--- src/rtl/vga_block_renderer_if.sv ---
// Grid-memory read port, pixel tick and VGA pin bundle for the block renderer.
// master = renderer side, slave = memory/pixel-clock/pin side.
interface vga_block_renderer_if #(
    parameter int ADDR_W         = 11,
    parameter int BITS_PER_BLOCK = 2
);
    logic                      PixelEn;
    logic [ADDR_W-1:0]         ReadAddr;
    logic [BITS_PER_BLOCK-1:0] ReadData;
    logic [7:0]                RGB;
    logic                      HSync;
    logic                      VSync;
    logic                      VBlankStart;

    modport master (
        input  PixelEn, ReadData,
        output ReadAddr, RGB, HSync, VSync, VBlankStart
    );
    modport slave (
        output PixelEn, ReadData,
        input  ReadAddr, RGB, HSync, VSync, VBlankStart
    );
endinterface

--- src/rtl/vga_block_renderer.sv ---
// Scans the VGA raster, reads one block code per cell and drives RGB332 plus syncs.
// Two PixelEn ticks from raster position to pins; no backpressure, everything advances only on PixelEn.
module vga_block_renderer #(
    parameter int         GRID_WIDTH     = 40,
    parameter int         GRID_HEIGHT    = 30,
    parameter int         BITS_PER_BLOCK = 2,
    parameter int         CELL_LOG2      = 4,
    parameter int         ADDR_W         = 11,
    parameter logic [7:0] COLOR_EMPTY    = 8'h00,
    parameter logic [7:0] COLOR_WALL     = 8'h92,
    parameter logic [7:0] COLOR_SNAKE    = 8'h1C,
    parameter logic [7:0] COLOR_FOOD     = 8'hE0,
    parameter int         H_VISIBLE      = 640,
    parameter int         H_SYNC_START   = 656,
    parameter int         H_SYNC_END     = 751,
    parameter int         H_TOTAL        = 800,
    parameter int         V_VISIBLE      = 480,
    parameter int         V_SYNC_START   = 490,
    parameter int         V_SYNC_END     = 491,
    parameter int         V_TOTAL        = 525
) (
    input  logic                 Clock,
    input  logic                 ResetN,
    vga_block_renderer_if.master bus
);
    localparam int HW = $clog2(H_TOTAL);
    localparam int VW = $clog2(V_TOTAL);

    localparam logic [HW-1:0] H_LAST = HW'(H_TOTAL - 1);
    localparam logic [HW-1:0] H_VIS  = HW'(H_VISIBLE);
    localparam logic [HW-1:0] H_SS   = HW'(H_SYNC_START);
    localparam logic [HW-1:0] H_SE   = HW'(H_SYNC_END);
    localparam logic [HW-1:0] GW_C   = HW'(GRID_WIDTH);
    localparam logic [VW-1:0] V_LAST = VW'(V_TOTAL - 1);
    localparam logic [VW-1:0] V_VIS  = VW'(V_VISIBLE);
    localparam logic [VW-1:0] V_SS   = VW'(V_SYNC_START);
    localparam logic [VW-1:0] V_SE   = VW'(V_SYNC_END);
    localparam logic [VW-1:0] GH_C   = VW'(GRID_HEIGHT);

    logic [HW-1:0]     h_cnt;
    logic [VW-1:0]     v_cnt;
    logic [HW-1:0]     col;
    logic [VW-1:0]     row;
    logic              in_grid;
    logic              visible;
    logic              hsync_n;
    logic              vsync_n;
    logic              vblank_hit;
    logic [ADDR_W-1:0] cell_addr;

    logic [ADDR_W-1:0] read_addr;
    logic              s1_show;
    logic              s1_hsync;
    logic              s1_vsync;
    logic              s1_vblank;

    logic [7:0]        color;
    logic [7:0]        rgb;
    logic              hsync;
    logic              vsync;
    logic              vblank_start;

    always_ff @(posedge Clock or negedge ResetN) begin
        if (!ResetN) begin
            h_cnt <= '0;
            v_cnt <= '0;
        end else if (bus.PixelEn) begin
            if (h_cnt == H_LAST) begin
                h_cnt <= '0;
                v_cnt <= (v_cnt == V_LAST) ? '0 : v_cnt + VW'(1);
            end else begin
                h_cnt <= h_cnt + HW'(1);
            end
        end
    end

    always_comb begin
        col        = h_cnt >> CELL_LOG2;
        row        = v_cnt >> CELL_LOG2;
        in_grid    = (col < GW_C) && (row < GH_C);
        visible    = (h_cnt < H_VIS) && (v_cnt < V_VIS);
        hsync_n    = !((h_cnt >= H_SS) && (h_cnt <= H_SE));
        vsync_n    = !((v_cnt >= V_SS) && (v_cnt <= V_SE));
        vblank_hit = (v_cnt == V_VIS) && (h_cnt == '0);
        // Only used when in_grid, so row*GRID_WIDTH+col < GRID_WIDTH*GRID_HEIGHT always fits ADDR_W.
        cell_addr  = ADDR_W'(row) * ADDR_W'(GRID_WIDTH) + ADDR_W'(col);
    end

    // Stage 1: issue the memory read and capture the raster flags for this position.
    always_ff @(posedge Clock or negedge ResetN) begin
        if (!ResetN) begin
            read_addr <= '0;
            s1_show   <= 1'b0;
            s1_hsync  <= 1'b1;
            s1_vsync  <= 1'b1;
            s1_vblank <= 1'b0;
        end else if (bus.PixelEn) begin
            if (in_grid) begin
                read_addr <= cell_addr;
            end
            s1_show   <= visible && in_grid;
            s1_hsync  <= hsync_n;
            s1_vsync  <= vsync_n;
            s1_vblank <= vblank_hit;
        end
    end

    always_comb begin
        color = COLOR_EMPTY;
        if (bus.ReadData == BITS_PER_BLOCK'(1)) begin
            color = COLOR_WALL;
        end else if (bus.ReadData == BITS_PER_BLOCK'(2)) begin
            color = COLOR_SNAKE;
        end else if (bus.ReadData == BITS_PER_BLOCK'(3)) begin
            color = COLOR_FOOD;
        end
    end

    // Stage 2: read data has had at least one Clock since the address moved.
    always_ff @(posedge Clock or negedge ResetN) begin
        if (!ResetN) begin
            rgb          <= 8'h00;
            hsync        <= 1'b1;
            vsync        <= 1'b1;
            vblank_start <= 1'b0;
        end else if (bus.PixelEn) begin
            rgb          <= s1_show ? color : 8'h00;
            hsync        <= s1_hsync;
            vsync        <= s1_vsync;
            vblank_start <= s1_vblank;
        end
    end

    assign bus.ReadAddr    = read_addr;
    assign bus.RGB         = rgb;
    assign bus.HSync       = hsync;
    assign bus.VSync       = vsync;
    assign bus.VBlankStart = vblank_start;
endmodule
--- src/flat_wrapper.sv ---
// flat-port wrapper written by rule: the top's interface ports become plain ports
module vga_block_renderer_flat 
#(
    parameter int         GRID_WIDTH     = 40,
    parameter int         GRID_HEIGHT    = 30,
    parameter int         BITS_PER_BLOCK = 2,
    parameter int         CELL_LOG2      = 4,
    parameter int         ADDR_W         = 11,
    parameter logic [7:0] COLOR_EMPTY    = 8'h00,
    parameter logic [7:0] COLOR_WALL     = 8'h92,
    parameter logic [7:0] COLOR_SNAKE    = 8'h1C,
    parameter logic [7:0] COLOR_FOOD     = 8'hE0,
    parameter int         H_VISIBLE      = 640,
    parameter int         H_SYNC_START   = 656,
    parameter int         H_SYNC_END     = 751,
    parameter int         H_TOTAL        = 800,
    parameter int         V_VISIBLE      = 480,
    parameter int         V_SYNC_START   = 490,
    parameter int         V_SYNC_END     = 491,
    parameter int         V_TOTAL        = 525
)
  (Clock, ResetN, bus_PixelEn, bus_ReadData, bus_ReadAddr, bus_RGB, bus_HSync, bus_VSync, bus_VBlankStart);
  vga_block_renderer_if #(.ADDR_W(ADDR_W), .BITS_PER_BLOCK(BITS_PER_BLOCK)) bus_i ();
  input  logic Clock;
  input  logic ResetN;
  input wire logic [$bits(bus_i.PixelEn)-1:0] bus_PixelEn;
  input wire logic [$bits(bus_i.ReadData)-1:0] bus_ReadData;
  output wire logic [$bits(bus_i.ReadAddr)-1:0] bus_ReadAddr;
  output wire logic [$bits(bus_i.RGB)-1:0] bus_RGB;
  output wire logic [$bits(bus_i.HSync)-1:0] bus_HSync;
  output wire logic [$bits(bus_i.VSync)-1:0] bus_VSync;
  output wire logic [$bits(bus_i.VBlankStart)-1:0] bus_VBlankStart;
  assign bus_i.PixelEn = bus_PixelEn;
  assign bus_i.ReadData = bus_ReadData;
  assign bus_ReadAddr = bus_i.ReadAddr;
  assign bus_RGB = bus_i.RGB;
  assign bus_HSync = bus_i.HSync;
  assign bus_VSync = bus_i.VSync;
  assign bus_VBlankStart = bus_i.VBlankStart;
  vga_block_renderer #(.GRID_WIDTH(GRID_WIDTH), .GRID_HEIGHT(GRID_HEIGHT), .BITS_PER_BLOCK(BITS_PER_BLOCK), .CELL_LOG2(CELL_LOG2), .ADDR_W(ADDR_W), .COLOR_EMPTY(COLOR_EMPTY), .COLOR_WALL(COLOR_WALL), .COLOR_SNAKE(COLOR_SNAKE), .COLOR_FOOD(COLOR_FOOD), .H_VISIBLE(H_VISIBLE), .H_SYNC_START(H_SYNC_START), .H_SYNC_END(H_SYNC_END), .H_TOTAL(H_TOTAL), .V_VISIBLE(V_VISIBLE), .V_SYNC_START(V_SYNC_START), .V_SYNC_END(V_SYNC_END), .V_TOTAL(V_TOTAL)) u_core (.Clock(Clock), .ResetN(ResetN), .bus(bus_i));
endmodule
--- config.mk ---
export PLATFORM = sky130hd
export DESIGN_NAME = vga_block_renderer_flat
export DESIGN_NICKNAME = d
export VERILOG_FILES = /design/src/rtl/vga_block_renderer_if.sv /design/src/rtl/vga_block_renderer.sv /design/src/flat_wrapper.sv
export SDC_FILE = /design/constraint.sdc
export NUM_CORES = 1
export LEC_CHECK = 0
export ABC_AREA = 1
export BUFFER_PORTS_ARGS = -buffer_cell sky130_fd_sc_hd__buf_2
export CORE_MARGIN = 8
export CORE_UTILIZATION = 63
export DETAILED_ROUTE_END_ITERATION = 6
export PLACE_DENSITY = 0.82
export REMOVE_ABC_BUFFERS = 1
export SETUP_SLACK_MARGIN = 0.15
export SYNTH_ARGS = -nofsm -noshare
export SYNTH_HDL_FRONTEND = slang
export SYNTH_SLANG_ARGS = --single-unit
--- constraint.sdc ---
create_clock -name Clock -period 4.75 [get_ports Clock]
set_input_delay 0.2375 -clock Clock [delete_from_list [all_inputs] [get_ports Clock]]
set_output_delay 0.2375 -clock Clock [all_outputs]
set_load 0.05 [all_outputs]
======== After elaboration in Yosys (flattened, before gate mapping) ========
Cells that the tools add are included.
cells by class
  shifts and indexed selects .............. 0
  bitwise logic cells ..................... 0
  order comparisons ....................... 8
  add/subtract/negate cells ............... 3
  div/mod/pow operators ................... 0
  mux-type cells .......................... 6
  equality and inequality tests ........... 6
  multiply operators ...................... 1
  reductions and logical operators ........ 11
operators with widths
  cell                                                   number
  two-way mux 8 bit                                      4
  adder 10 x 1 -> 10 bit (second input constant)         2
  == test 10 bit (second input constant)                 2
  two-way mux 10 bit                                     2
  adder 11 x 6 -> 11 bit                                 1
  == test 10 x 9 -> 1 bit (second input constant)        1
  >= comparator 10 bit (second input constant)           1
  >= comparator 10 x 9 -> 1 bit (second input constant)  1
  <= comparator 10 bit (second input constant)           1
  <= comparator 10 x 9 -> 1 bit (second input constant)  1
  zero test 10 bit                                       1
  < comparator 10 bit (second input constant)            1
  < comparator 10 x 9 -> 1 bit (second input constant)   1
  multiplier 6 x 3 -> 8 bit (second input constant)      1
  logical AND 1 bit                                      6
  < comparator 6 x 5 -> 1 bit (second input constant)    1
  < comparator 6 bit (second input constant)             1
  == test 2 bit (second input constant)                  2
  AND reduction 2 bit                                    2
  == test 2 x 1 -> 1 bit (second input constant)         1
  zero test 1 bit                                        2
word-level totals
  register bits ........................... 46
  memories ................................ 0
  bits in writable memories ............... 0
  input port bits ......................... 5
  output and inout port bits .............. 22
  bits in read-only memories .............. 0
  logic and storage cells ................. 46
  bits in latches ......................... 0

======== Longest topological paths before layout ========
  word-level depth ........................ 5
  depth in mapped cells ................... 11
  mapped depth without buffers ............ 11

======== Worst setup path after synthesis ========
OpenSTA, ideal clock, no wires.
  path kind ............................... register to register
  start point ............................. register u_core.v_cnt[5]
  end point ............................... register u_core.read_addr[9], in the netlist u_core.bus.ReadAddr[9]
  data arrival time ....................... 2.066 ns
  setup time .............................. 0.066 ns
  required time ........................... 4.684 ns
  clock period less this slack ............ 2.132 ns
  path buffers ............................ 0
  setup slack ............................. 2.618 ns
  cell stages (with the launch flop) ...... 10
  cells stage by stage .................... dfrtp_1 ha_1 ha_1 fa_1 xor2_1 inv_1 nor2_1 xor2_1 nand2_1 nand2_1
on the way
  longest elaborated chain between the ends .. 3
  elaborated cells on any way between the ends .. 5
  classes of those cells .................. add/sub: 1; mul: 1; order compare: 1; reduce/logical: 2
ends and longest elaborated chain
  item                                                                            RTL line                  text
  start: declaration                                                              vga_block_renderer.sv:41  logic [VW-1:0] v_cnt;
  start signal: assignment                                                        vga_block_renderer.sv:70  v_cnt <= (v_cnt == V_LAST) ? '0 : v_cnt + VW'(1);
  parallel branches: the longest is 3 deep, another holds adder 11 x 6 -> 11 bit  -
  end signal: assignment                                                          vga_block_renderer.sv:99  read_addr <= cell_addr;
  end: declaration                                                                vga_block_renderer.sv:51  logic [ADDR_W-1:0] read_addr;
Several ways; the timed one is not identified.
A chain may end at the register's enable or synchronous reset.

======== Worst setup path in the final report ========
Ends and elaborated chain as after synthesis.

==> impl_results.md <==
- Status: complete, no violations
- Diode count: 0
- GP Congestion: 0.909
- CTS Hold Buffers Added: 0
- Die height: 80.6 um
- Worst path cell trace: ha_1 -> ha_1 -> fa_1 -> xor2_1 -> inv_1 -> nor2_1 -> xor2_1 -> nand2_1 -> nand2_1
- Ys Warns: 0
- Switching Fraction: 45.5%
- Clk Latency, worst-skew pair: 0.30 ns
- Ports: 27
- WL met3: 276 um
- Maxcap violations: 0
- CTS sink cnt: 43
- H-Tree Depth: 2
- GRT overflow: 0
- Initial DRC count: 116
- Area of the core: 4000 sq um
- IO Port Bufs: 25
- DRC viols: 0
- Hold WC Path Type: input pin to asynchronous set/reset pin
- Register area share after synthesis: 41.2%
- Slew Viols, Final: 0
- Filler cells: 331
- Average size of a mapped cell: 8.08 sq um
- Share of cells above drive strength 1: 14.9%
- Die Area: 6490 sq um
- Initial Util: 65.7%
- DRT Wirelength: 5370 um
- Initial antenna violation count: 0
- TritonCTS buffer count: 5
- Worst r2r path cells: 9
- Skew final: 0.00636 ns
- Worst-Margin Slew: 0.952 ns
- Top Metal Used: met4
- First-pass GRT wire length: 8980 um
- First-pass DRT Iterations: 4
- Nets: 373
- Finished Core Util: 71.0%
- Maximum net fanout on the critical path: 8
- Distinct cell type count after synthesis: 35
- Final setup violation count: 0
- Longest Clk Path Bufs: 2
- Pwr Density: 444 nW/um^2
- GRT Overall Usage: 17.3%
- Cell Rows: 23
- Synth Cell Area: 2630 sq um
- Tcrit/Tclk final: 48.8%
- Startpoint types: flip-flop
- Net Switching: 0.575 mW
- CTS clk-pin slew, worst paths: 0.08 ns
- M1 WL: 2410 um
- Storage element area: 1080 sq um
- CP max-delay cell: dfrtp_1
- Via-per-instance ratio: 5.40
- TritonCTS clock tree: done
- Worst R2R End: u_core.bus.ReadAddr[9]
- Combinational power share: 39.5%
- Maximum VDD drop: 205 uV
- Largest net degree at the start of global routing: 44
- Crit path kind: flip-flop to flip-flop
- Total vias in the final route: 2154
- Antenna-violating nets left: 0
- Post_cts resized: 0
- Clock root buffer: clkbuf_8
- RSZ-0062 raised after global routing: no
- R2r setup slk: 2.43 ns
- Setup Fix Bufs, Post-CTS: 0
- Fmax: 431 MHz
- WL per Instance: 13.5 um
- Clock power share: 19.0%
- Metal2 WL: 2580 um
- Worst Hold Slack: 0.0731 ns
- Setup crit end kind: flip-flop
- Largest stage delay on the critical path: 0.49 ns
- Reg-to-Reg Start: u_core.v_cnt[5]
- Critical Path RT: 4.99 ns
- Multi-input gate area: 1320 sq um
- Die width: 80.6 um
- Leak: 1.50 nW
- Post-DP HPWL: 3960 um
- #FFs+latches synth: 43
- Pint: 0.687 mW
- Vias in the first global route: 2047
- Final Hold Vio Count: 0
- Critical Path Sink: u_core.bus.ReadAddr[9]
- Data arrival, critical path: 2.56 ns
- Area growth from synthesis to layout: 8.10%
- Minimum clock period: 2.32 ns
- Cells after Synth: 325
- Crit path from: u_core.v_cnt[5]
- Max-slew headroom: 36.5%
- Setup TNS: 0 ns
- Register share of total power: 41.5%
cell usage after synthesis, drive strengths merged:
cell | number | area [sq um]
clkbuf | 2 | 7.51
nand4 | 11 | 90.1
nor2 | 24 | 95.1
a32oi | 1 | 8.76
a21oi | 9 | 45.0
buf | 7 | 61.3
inv | 41 | 156
nor4 | 1 | 6.26
or2 | 1 | 6.26
dfstp | 4 | 105
o21ai | 18 | 101
xor2 | 9 | 78.8
dfrtp | 39 | 976
nand2 | 93 | 352
nor3 | 14 | 96.4
ha | 18 | 225
nand3 | 26 | 143
clkinv | 1 | 3.75
conb | 1 | 3.75
fa | 2 | 40.0
a21boi | 1 | 7.51
xnor2 | 2 | 17.5
worst min-delay path by stage:
stage                                         to  slack [ns]  cells after the start
after global placement           u_core.v_cnt[0]        0.44                      1
final                            u_core.v_cnt[9]        0.07                      1
after detailed placement         u_core.v_cnt[8]        0.44                      1
after global routing      u_core.bus.ReadAddr[3]        0.16                      1
after floorplan                u_core.bus.RGB[1]       -0.06                      0
after CTS                 u_core.bus.ReadAddr[3]        0.11                      1
worst max-delay path, delay by kind of cell (launching register included):
family        cells  cell delay, ns
xor+xnor          2            0.41
fa+ha+maj         3            1.00
buf+inv           1            0.10
flops             1            0.49
simple gates      3            0.26
area by class of cell:
cell class                 count  share of cell area (%)
tap                           50                    2.20
clock buffer                   5                    2.42
inverter                      42                    5.64
sequential                    43                    38.1
clock inverter                 3                   0.881
timing repair buffer          25                    4.41
multi-input combinational    231                    46.4
sequential cells by signal (all words and copies together) (netlist names):
register and count:
u_core.bus.RGB 5, u_core.s1_vblank 1, u_core.h_cnt 10, u_core.bus.VBlankStart 1, u_core.s1_show 1, u_core.s1_vsync 1
u_core.bus.VSync 1, u_core.s1_hsync 1, u_core.bus.ReadAddr 11, u_core.bus.HSync 1, u_core.v_cnt 10
stage by stage:
stage	instances	cell area, sq um	setup slack (ns)	total power, mW
detailed placement	391	2750	2.46	1.03
global route	399	2840	2.28	1.34
finish	399	2840	2.43	1.26
CTS	399	2840	2.43	1.27
floorplan	316	2560	2.62	0.903
global placement	391	2750	2.53	1.01
power groups by stage:
stage / sequential [mW] / combinational [mW] / clock, mW
CTS: 0.524 / 0.501 / 0.249
detailed placement: 0.532 / 0.496 / 0
floorplan: 0.680 / 0.223 / 0
finish: 0.524 / 0.498 / 0.240
global placement: 0.526 / 0.485 / 0
global route: 0.536 / 0.540 / 0.264
placed cells by master (no fill, tap or decap):
cell type	instances
xor2_1	9
nand4_1	9
nand3_4	1
fa_1	2
nand3_1	25
nand4_4	1
o21ai_2	3
ha_1	18
nor3_1	10
xnor2_1	2
nand2_2	1
a21boi_0	1
nor3_2	3
nor4_1	1
dfstp_2	4
inv_1	39
inv_2	1
a32oi_1	1
nand2_1	92
or2_1	1
clkinv_1	1
clkinv_4	2
buf_2	25
inv_4	1
o21ai_1	1
dfrtp_1	39
o21ai_0	14
clkbuf_8	5
nor2_1	22
conb_1	1
nand4_2	1
nor3_4	1
a21oi_1	9
nor2_2	2
clkinvlp_4	1
layer usage:
| layer | up-vias | track usage, % |
|---|---|---|
| met5 | - | 0 |
| met4 | 0 | 6.55 |
| met3 | 9 | 4.24 |
| met2 | 54 | 29.4 |
| met1 | 1000 | 20.4 |
| li1 | 1091 | - |
cell families after synthesis:
family,share of synthesized area (%)
xor gates and xnor gates,3.67
AOI/OAI and AO/OA,6.19
adders and majority gates,10.1
other,0.143
and+or+nand+nor,30.0
buffers and inverters,8.72
DFF,41.2
Note: power is estimated with default switching activity, not from simulation.
